`src/rtl/fatigue_judge_pkg.sv`:
```
// Shared definitions for the fatigue decision stage: FSM encoding,
// default thresholds and a small saturating-counter helper.
package fatigue_judge_pkg;

    // Decision FSM encoding.
    typedef enum logic [1:0] {
        FJ_IDLE = 2'd0,
        FJ_ARM  = 2'd1,
        FJ_RUN  = 2'd2
    } fj_state_t;

    // Default thresholds.
    localparam int unsigned DEF_WIN_FRAMES = 60;
    localparam int unsigned DEF_CLOSED_NUM = 4;
    localparam int unsigned DEF_PERCLOS_TH = 24;
    localparam int unsigned DEF_LONG_CLOSE = 45;
    localparam int unsigned DEF_BLINK_MAX  = 8;
    localparam int unsigned DEF_SAMPLE_X   = 700;
    localparam int unsigned DEF_SAMPLE_Y   = 480;

    // 8-bit increment that sticks at 255 instead of wrapping.
    function automatic logic [7:0] sat_inc8(input logic [7:0] v);
        return (v == 8'hFF) ? v : v + 8'd1;
    endfunction

endpackage

```
`src/rtl/eye_closed_cmp.sv`:
```
// Per-eye open/closed classifier by aspect ratio.
// An eye is closed when its width is zero or when high*16 < wide*CLOSED_NUM.
// Both sides are formed at 16 bits so no product is truncated.
module eye_closed_cmp
    import fatigue_judge_pkg::*;
#(
    parameter int unsigned CLOSED_NUM = DEF_CLOSED_NUM
) (
    input  logic [10:0] high,
    input  logic [10:0] wide,
    output logic        closed
);

    logic [15:0] high_scaled;
    logic [15:0] wide_scaled;

    assign high_scaled = {1'b0, high, 4'b0000};
    assign wide_scaled = 16'(wide) * 16'(CLOSED_NUM);
    assign closed      = (wide == 11'd0) || (high_scaled < wide_scaled);

endmodule

```
`src/rtl/fatigue_judge.sv`:
```
// Per-frame fatigue decision stage. Samples the tracked eye sizes once per
// frame at a fixed pixel position, classifies the frame as open/closed, and
// accumulates PERCLOS and blink counts over a sliding window of frames.
// Drives a latched alarm on high PERCLOS or on a long continuous closure.
module fatigue_judge
    import fatigue_judge_pkg::*;
#(
    parameter int unsigned WIN_FRAMES = DEF_WIN_FRAMES,
    parameter int unsigned CLOSED_NUM = DEF_CLOSED_NUM,
    parameter int unsigned PERCLOS_TH = DEF_PERCLOS_TH,
    parameter int unsigned LONG_CLOSE = DEF_LONG_CLOSE,
    parameter int unsigned BLINK_MAX  = DEF_BLINK_MAX,
    parameter int unsigned SAMPLE_X   = DEF_SAMPLE_X,
    parameter int unsigned SAMPLE_Y   = DEF_SAMPLE_Y
) (
    input  logic        module_clk,
    input  logic        module_rst_n,
    input  logic [10:0] lcd_pixel_xpos,
    input  logic [10:0] lcd_pixel_ypos,
    input  logic [10:0] eye_lock,
    input  logic [10:0] eye1_high_trk,
    input  logic [10:0] eye1_wide_trk,
    input  logic [10:0] eye2_high_trk,
    input  logic [10:0] eye2_wide_trk,
    output logic        frame_valid,
    output logic [1:0]  eye_state,
    output logic [7:0]  closed_frames,
    output logic [7:0]  blink_cnt,
    output logic        fatigue_alarm
);

    localparam logic [10:0] SX          = 11'(SAMPLE_X);
    localparam logic [10:0] SY          = 11'(SAMPLE_Y);
    localparam logic [7:0]  WIN_LAST    = 8'(WIN_FRAMES - 1);
    localparam logic [7:0]  PERCLOS_TH8 = 8'(PERCLOS_TH);
    localparam logic [7:0]  LONG_TH8    = 8'(LONG_CLOSE);
    localparam logic [7:0]  BLINK_MAX8  = 8'(BLINK_MAX);

    fj_state_t   state;
    logic        match;
    logic        match_d;
    logic        tick;
    logic        tracking;
    logic        eye1_closed;
    logic        eye2_closed;
    logic        frame_closed;

    logic [7:0]  win_cnt;
    logic [7:0]  closed_acc;
    logic [7:0]  blink_acc;
    logic [7:0]  run_len;
    logic        long_seen;

    logic [7:0]  run_len_nx;
    logic [7:0]  blink_acc_nx;
    logic [7:0]  closed_acc_nx;
    logic        long_now;
    logic        win_end;
    logic        perclos_hit;

    assign match    = (lcd_pixel_xpos == SX) && (lcd_pixel_ypos == SY);
    assign tick     = match & ~match_d;
    assign tracking = (eye_lock == 11'd0);

    eye_closed_cmp #(.CLOSED_NUM(CLOSED_NUM)) u_eye1_cmp (
        .high   (eye1_high_trk),
        .wide   (eye1_wide_trk),
        .closed (eye1_closed)
    );

    eye_closed_cmp #(.CLOSED_NUM(CLOSED_NUM)) u_eye2_cmp (
        .high   (eye2_high_trk),
        .wide   (eye2_wide_trk),
        .closed (eye2_closed)
    );

    assign frame_closed = eye1_closed & eye2_closed;

    // Delay the position match so a held sample point yields a single tick.
    always_ff @(posedge module_clk or negedge module_rst_n) begin
        if (!module_rst_n) begin
            match_d <= 1'b0;
        end else begin
            match_d <= match;
        end
    end

    // Counter values after accounting for the current frame.
    always_comb begin
        // NOTE: every variable gets a default first so no path leaves it unassigned and infers a latch.
        run_len_nx    = 8'd0;
        blink_acc_nx  = blink_acc;
        closed_acc_nx = closed_acc + {7'd0, frame_closed};
        if (frame_closed) begin
            run_len_nx = sat_inc8(run_len);
        end else if ((run_len != 8'd0) && (run_len <= BLINK_MAX8)) begin
            blink_acc_nx = sat_inc8(blink_acc);
        end
        long_now    = (run_len_nx >= LONG_TH8);
        win_end     = (win_cnt == WIN_LAST);
        perclos_hit = (closed_acc_nx >= PERCLOS_TH8);
    end

    // Lock FSM, per-frame evaluation, window accounting and alarm latch.
    always_ff @(posedge module_clk or negedge module_rst_n) begin
        if (!module_rst_n) begin
            state         <= FJ_IDLE;
            frame_valid   <= 1'b0;
            eye_state     <= 2'b00;
            closed_frames <= 8'd0;
            blink_cnt     <= 8'd0;
            fatigue_alarm <= 1'b0;
            win_cnt       <= 8'd0;
            closed_acc    <= 8'd0;
            blink_acc     <= 8'd0;
            run_len       <= 8'd0;
            long_seen     <= 1'b0;
        end else begin
            // NOTE: non-blocking assignments so every register here samples pre-edge values, independent of statement order.
            frame_valid <= 1'b0;
            if (!tracking) begin
                // Losing lock wins over a tick; published results are kept.
                state         <= FJ_IDLE;
                fatigue_alarm <= 1'b0;
                win_cnt       <= 8'd0;
                closed_acc    <= 8'd0;
                blink_acc     <= 8'd0;
                run_len       <= 8'd0;
                long_seen     <= 1'b0;
            end else begin
                case (state)
                    FJ_IDLE: begin
                        state <= FJ_ARM;
                    end
                    FJ_ARM: begin
                        // First tick after lock carries stale tracker data.
                        if (tick) begin
                            state <= FJ_RUN;
                        end
                    end
                    FJ_RUN: begin
                        if (tick) begin
                            frame_valid <= 1'b1;
                            eye_state   <= {eye2_closed, eye1_closed};
                            run_len     <= run_len_nx;
                            if (win_end) begin
                                closed_frames <= closed_acc_nx;
                                blink_cnt     <= blink_acc_nx;
                                win_cnt       <= 8'd0;
                                closed_acc    <= 8'd0;
                                blink_acc     <= 8'd0;
                                long_seen     <= 1'b0;
                                // Set wins; a clear needs a window with no long closure.
                                if (perclos_hit || long_now) begin
                                    fatigue_alarm <= 1'b1;
                                end else if (!long_seen) begin
                                    fatigue_alarm <= 1'b0;
                                end
                            end else begin
                                win_cnt    <= win_cnt + 8'd1;
                                closed_acc <= closed_acc_nx;
                                blink_acc  <= blink_acc_nx;
                                if (long_now) begin
                                    long_seen     <= 1'b1;
                                    fatigue_alarm <= 1'b1;
                                end
                            end
                        end
                    end
                    default: begin
                        state <= FJ_IDLE;
                    end
                endcase
            end
        end
    end

endmodule

```
`config.mk`:
```
export PLATFORM = sky130hd
export DESIGN_NAME = fatigue_judge
export DESIGN_NICKNAME = d
export VERILOG_FILES = /design/src/rtl/fatigue_judge_pkg.sv /design/src/rtl/eye_closed_cmp.sv /design/src/rtl/fatigue_judge.sv
export SDC_FILE = /design/constraint.sdc
export NUM_CORES = 1
export LEC_CHECK = 0
export ABC_CLOCK_PERIOD_IN_PS = 2800
export BUFFER_PORTS_ARGS = -buffer_cell sky130_fd_sc_hd__buf_2
export CAP_MARGIN = 20
export CORE_MARGIN = 1
export CORE_UTILIZATION = 30
export DETAILED_ROUTE_END_ITERATION = 6
export HOLD_SLACK_MARGIN = 0.03
export PLACE_DENSITY = 0.6
export REMOVE_ABC_BUFFERS = 1
export SLEW_MARGIN = 20
export SYNTH_ARGS = -nofsm -noshare
export SYNTH_HDL_FRONTEND = slang
export SYNTH_SLANG_ARGS = --single-unit
```
`constraint.sdc`:
```
create_clock -name module_clk -period 2.8 [get_ports module_clk]
set_input_delay 0.14 -clock module_clk [delete_from_list [all_inputs] [get_ports module_clk]]
set_output_delay 0.14 -clock module_clk [all_outputs]
set_load 0.02 [all_outputs]
```
==> flow_summary.toml, run 1 <==
[hold_path]
hold_end = "match_d"
hp-class = "primary input to register"
holdPathStages = 4
min-delay-start = "lcd_pixel_ypos[3]"

[final_layout]
multi_input_area_mm2 = 0.00209
drive_gt1_share_pct = 29.9
area_growth_pct = 26.8
fin_nets = 617
fillCellCount = 1158
antennaDiodeCount = 0
finish.utilization_pct = 39.6
fin_area_mm2 = 0.00460
ff_latch_area_mm2 = 0.00140

[drt]
final_antenna_net_count = 0
via_per_inst = 5.02
routed_wl_um = 8580
dr.pass1.iters = 6
wl_per_cell_um = 13.0
drc_errors = 5
vias = 3301
drt_iter0_markers = 110

[setup_path]
crit_path_max_incr_delay_ns = 0.30
worst_path_max_delay_cell = "or2_2"
required_ns = 3.01
critPathKind = "primary input to register"
worst_r2r_path_depth = 7
ff2ff_setup_slack_ns = 0.64
worstPathArrival_ns = 2.78
r2r_start = "blink_acc[0]"
start_kind = "primary input"
reg2reg_to = "blink_acc[3]"
critPathMaxFanout = 2
worstPathCellList = "buf_2 > inv_1 > ha_1 > a211oi_1 > nor2_1 > a211oi_2 > nor2_2 > nor2_2 > ha_2 > ha_2 > nand3_1 > or2_2 > a21oi_1 > a41o_1 > o41ai_1 > a21o_1 > a31oi_1"
end_kind = "register"

[synthesis]
syn_inst = 403
ys_types = 57
ys.flop_type = "dfrtp_1"
async_flop_share_pct = 100
synthMuxAreaShare_pct = 1.38
synth_simple_gate_area_share_pct = 22.9
yosysSeqAreaShare_pct = 38.6
synthAdderAreaFrac_pct = 8.27
synth-compound-area-share_pct = 19.2
synth_top_family_by_area = "simple AND/OR/NAND/NOR gates"
synth_area_mm2 = 0.00363
ys_ff_latch = 56
synth_xor_area_share_pct = 4.83
avgSynthCellArea_um2 = 9.01
synth_edf_count = 0
yosysWarnings = 0

[power_and_ir_drop]
clkPwrFrac_pct = 41.6
leakage_uw = 0.00214
powerDensity_mw_per_mm2 = 367
p_sw_uw = 372
p_sw_share_pct = 22.0
combPwrFrac_pct = 10.6
pwr-share-seq_pct = 47.8
peakVddDrop_uv = 212
intPower_uw = 1320

[floorplan]
dieArea_mm2 = 0.0125
core_mm2 = 0.0116
io_pins = 99
start_util_pct = 31.3
die_w_um = 112
rows = 39
die_h_um = 112

[sta]
finalSetupViolCount = 0
tightest_slew_ns = 0.679
slew_violations = 0
rsz0062_at_grt = "no"
hold_ws_ns = 0.178
relSlewSlack_pct = 54.7
period_share_pct = 91.8
finalCriticalPeriod_ns = 2.57
hold_viol = 0
skew_ns = 0.00671
fmax_mhz = 389

[outcome]
violations = "design-rule violations"
status = "finished with violations"

[clock_tree]
cts_tree = "done"
cts.sinks = 56
cts.clk_slew.worst_paths_ns = 0.07
clock_latency_ns = 0.29
cts_buffer_depth = 2
cts_max_level = 2
cts_inserted_buffers = 5
clockRootBuffer = "clkbuf_16"

[grt]
grt_pass1_wl_um = 14800
grt_antenna_before_repair = 0
first_global_vias = 3263
grt_max_degree = 31
grt-ovfl-total = 0
grt_use_total_pct = 14.2

[place]
dpl_cell_area_mm2 = 0.00438
dpl.hpwl_um = 6640
gp_congestion = 0.814
portBuffers = 98

[run]
drv_cap = 0
[cell type report]
class,count,area share [%]
clock buffer,6,2.80
clock inverter,2,0.761
inverter,27,2.20
multi-input combinational,305,45.5
sequential,56,30.4
tap,143,3.89
timing repair buffer,119,14.4
[power groups by stage]
stage	sequential [uW]	combinational, uW	clock (uW)
final	808	180	704
after detailed placement	824	172	0
after global placement	824	165	0
after CTS	808	174	729
after global routing	808	204	753
after floorplan	824	61.6	0
[per-layer routing]
| layer | vias to the layer above | wire length, um | global-route usage [%] |
|---|---|---|---|
| li1 | 1692 | - | - |
| met1 | 1535 | 3940 | 18.2 |
| met2 | 68 | 4300 | 25.2 |
| met3 | 6 | 304 | 2.40 |
| met4 | 0 | 38 | 2.93 |
| met5 | - | 0 | 0 |
[Yosys cell counts, types with 3 or more instances]
cell type	number	area, um2
a211oi_1	10	75.1
a21o_1	4	30.0
a21oi_1	22	110
a22o_1	3	26.3
a31oi_1	6	37.5
a41o_1	3	30.0
and3_1	6	37.5
and4b_1	3	30.0
buf_2	3	15.0
clkbuf_1	10	37.5
dfrtp_1	56	1400
ha_1	24	300
inv_1	26	97.6
nand2_1	41	154
nand3_1	19	95.1
nand4_1	8	50.1
nor2_1	27	101
nor2b_1	5	31.3
nor3_1	7	35.0
nor4_1	10	62.6
o21ai_0	34	170
o31ai_1	6	45.0
or2_2	3	18.8
or3_1	3	18.8
xnor2_1	11	96.3
xor2_1	9	78.8
[worst max-delay path: cells and delay by family]
family	cells	cell delay (ns)
compound gates	7	1.12
simple gates	5	0.73
fa+ha+maj	3	0.65
buf+inv	2	0.14
[cells in the final DEF (no fill, tap or decap), types with 3 or more instances in the layout]
| master | instances |
|---|---|
| nand3_1 | 19 |
| nor3_1 | 7 |
| nand2_1 | 41 |
| nor2_2 | 3 |
| xor2_1 | 9 |
| ha_1 | 21 |
| a22o_1 | 3 |
| and3_1 | 6 |
| clkbuf_16 | 5 |
| a211oi_1 | 7 |
| a21o_1 | 4 |
| o21ai_0 | 34 |
| nor2b_1 | 5 |
| nor4_1 | 10 |
| buf_4 | 19 |
| dfrtp_1 | 56 |
| and4b_1 | 3 |
| buf_2 | 98 |
| o31ai_1 | 5 |
| nand4_1 | 8 |
| or2_2 | 3 |
| inv_1 | 26 |
| a31oi_1 | 6 |
| or3_1 | 3 |
| xnor2_1 | 11 |
| a211oi_2 | 3 |
| a21oi_1 | 22 |
| nor2_1 | 25 |
| a41o_1 | 3 |
[logic make-up after synthesis]
group           after synthesis
compound gates              106
xor+xnor                     20
fa+ha+maj                    24
buf+inv                      42
flops                        56
mux                           4
simple gates                151
[per-stage QoR]
stage | setup TNS (ns) | setup slack [ns] | std cells | total power, uW
final | 0 | 0.230 | 658 | 1690
after global routing | 0 | 0.0155 | 658 | 1760
after CTS | 0 | 0.0753 | 657 | 1710
after detailed placement | -0.213 | -0.213 | 648 | 997
after global placement | -0.140 | -0.140 | 648 | 989
after floorplan | -0.120 | -0.120 | 388 | 886
[what timing repair did]
action | 4_1_cts | 5_1_grt
hold buffers | 1 | 0
buffers inserted | 0 | 1
resized for setup | 0 | 9
endpoints found under the hold margin | 28 | 0
setup endpoints to repair | 0 | 1
[state kept, by name, indices dropped and copies added, names as in the netlist, 2 cells and up]
name and count:
closed_acc 8, blink_cnt 8, blink_acc 8, win_cnt 8, run_len 8, closed_frames 8, state 2, eye_state 2
[worst max-delay path by stage]
stage	from	to	slack, ns	cells after the start
3_5_place_dp	eye2_wide_trk[6]	fatigue_alarm	-0.21	17
5_1_grt	eye1_wide_trk[6]	fatigue_alarm	0.02	17
3_3_place_gp	eye2_wide_trk[3]	fatigue_alarm	-0.14	17
4_1_cts	eye2_wide_trk[6]	fatigue_alarm	0.08	17
2_1_floorplan	eye2_wide_trk[3]	fatigue_alarm	-0.12	16
6_report	eye1_wide_trk[6]	fatigue_alarm	0.23	17
(Power assumes the default switching activity.)
==> run 2: changes to the inputs <==
--- a/config.mk
+++ b/config.mk
@@ -9,10 +9,10 @@
 export BUFFER_PORTS_ARGS = -buffer_cell sky130_fd_sc_hd__buf_2
 export CAP_MARGIN = 20
 export CORE_MARGIN = 1
-export CORE_UTILIZATION = 30
+export CORE_UTILIZATION = 50
 export DETAILED_ROUTE_END_ITERATION = 6
 export HOLD_SLACK_MARGIN = 0.03
-export PLACE_DENSITY = 0.6
+export PLACE_DENSITY = 0.86
 export REMOVE_ABC_BUFFERS = 1
 export SLEW_MARGIN = 20
 export SYNTH_ARGS = -nofsm -noshare
==> flow_summary.toml, run 2 (synthesis results as in run 1) <==
[setup_path]
crit_path_max_incr_delay_ns = 0.29
start_kind = "primary input"
worstPathCellList = "buf_2 > inv_1 > ha_1 > a211oi_2 > o31ai_2 > a211oi_2 > nor2_2 > nor2_2 > ha_2 > ha_2 > nand3_1 > or2_4 > a21oi_1 > a41o_1 > o41ai_1 > a21o_1 > a31oi_1"
ff2ff_setup_slack_ns = 0.64
worst_path_max_delay_cell = "ha_1"
worst_r2r_path_depth = 8
required_ns = 3.03
worstPathArrival_ns = 2.80
end_kind = "register"
path_delay_family = "compound AO/OA/AOI/OAI gates"
critPathKind = "primary input to register"
critPathMaxFanout = 2
reg2reg_to = "fatigue_alarm"
r2r_start = "run_len[0]"
crit_buf_inv = 2

[clock_tree]
cts.sinks = 56
cts_tree = "done"
cts_buffer_depth = 2
cts_max_level = 2
cts.clk_slew.worst_paths_ns = 0.10
clockRootBuffer = "clkbuf_8"
clock_latency_ns = 0.32
cts_inserted_buffers = 5

[sta]
tightest_slew_ns = 0.752
fmax_mhz = 389
hold_viol = 0
period_share_pct = 91.7
finalSetupViolCount = 0
relSlewSlack_pct = 49.4
slew_violations = 0
skew_ns = 0.00869
finalCriticalPeriod_ns = 2.57

[drt]
drt_iter0_markers = 149
routed_wl_um = 8200
drc_errors = 0
wl_per_cell_um = 13.5
vias = 3447
dr.pass1.iters = 4
final_antenna_net_count = 0
via_per_inst = 5.68

[hold_path]
min-delay-start = "lcd_pixel_ypos[2]"
hold_end = "match_d"
holdPathStages = 4
hp-class = "primary input to register"

[final_layout]
ff_latch_area_mm2 = 0.00140
finish.utilization_pct = 64.1
drive_gt1_share_pct = 29.5
final_common_cell = "buf_2"
fin_nets = 613
fin_area_mm2 = 0.00442
multi_input_area_mm2 = 0.00209
antennaDiodeCount = 0
area_growth_pct = 21.9
final_cell_mix = "98 x buf_2, 56 x dfrtp_1, 41 x nand2_1, 34 x o21ai_0, 26 x inv_1"
fillCellCount = 605
stdcell_count = 607

[grt]
first_global_vias = 3338
grt_max_degree = 57
grt_pass1_wl_um = 14100
grtUsageMet3_pct = 3.79
gr-max-usage-layer = "met2"
grt_antenna_before_repair = 0
use_met1_pct = 27.6
grt_use_total_pct = 23.4
grt_use_met2_pct = 42.9
grt-ovfl-total = 0

[run]
drv_cap = 0

[outcome]
status = "finished, final reports clean"

[floorplan]
rows = 30
start_util_pct = 52.6
die_w_um = 87.2
die_h_um = 87.2
io_pins = 99
dieArea_mm2 = 0.00760
core_mm2 = 0.00691

[power_and_ir_drop]
powerDensity_mw_per_mm2 = 324
peakVddDrop_uv = 213
leakage_uw = 0.00208

[place]
gp_congestion = 0.911
dpl.hpwl_um = 6290
placedCellCount = 597
dpl_cell_area_mm2 = 0.00428
portBuffers = 98
[run 2: how the worst max path moves through the flow]
stage,end,start,depth (start not counted)
5_1_grt,fatigue_alarm,eye1_wide_trk[3],17
3_5_place_dp,fatigue_alarm,eye2_wide_trk[3],17
2_1_floorplan,fatigue_alarm,eye2_wide_trk[3],16
4_1_cts,fatigue_alarm,eye2_wide_trk[3],17
6_report,fatigue_alarm,eye1_wide_trk[3],17
3_3_place_gp,fatigue_alarm,eye2_wide_trk[3],17
[run 2: where the power goes]
group / leakage, uW / internal [uW] / total [uW] / switching [uW]
registers: 0.000783 / 808 / 808 / 0.00495
logic: 0.00125 / 83.3 / 170 / 86.7
clock network: 0.0000485 / 180 / 455 / 275
[run 2: layout make-up]
cell class	count	area share, %
flip-flops and latches	56	31.7
clock inverters	3	0.509
multi-input cells	305	47.2
inverters	27	2.29
repair buffers	115	14.0
well taps	96	2.71
clock buffers	5	1.56
[run 2: repair_timing]
item | in CTS | in global routing
endpoints found under the setup margin | 1 | 1
pin swaps | 0 | 6
hold buffers | 1 | 0
buffers inserted | 0 | 1
resized for setup | 1 | 9
hold endpoints to repair | 56 | 0
[run 2: tightest hold or removal path, stage by stage]
cell and delay (ns):
buf_2 0.08, nor4b_2 0.05, nand4_2 0.10, nor2_1 0.05
[run 2: metrics by stage]
stage	power, uW	worst slack [ns]	setup TNS (ns)	hold WS, ns
after floorplan	886	-0.120	-0.120	-0.156
after global placement	977	-0.155	-0.155	0.311
after detailed placement	986	-0.352	-0.353	0.319
after CTS	1440	0.0565	0	0.129
after global routing	1510	-0.0169	-0.0169	0.164
final	1430	0.231	0	0.131
[run 2: routing by layer]
metal / wire [um] / vias up
met5: 0 / -
met4: 161 / 0
met3: 358 / 17
met2: 4230 / 109
met1: 3450 / 1641
li1: - / 1680
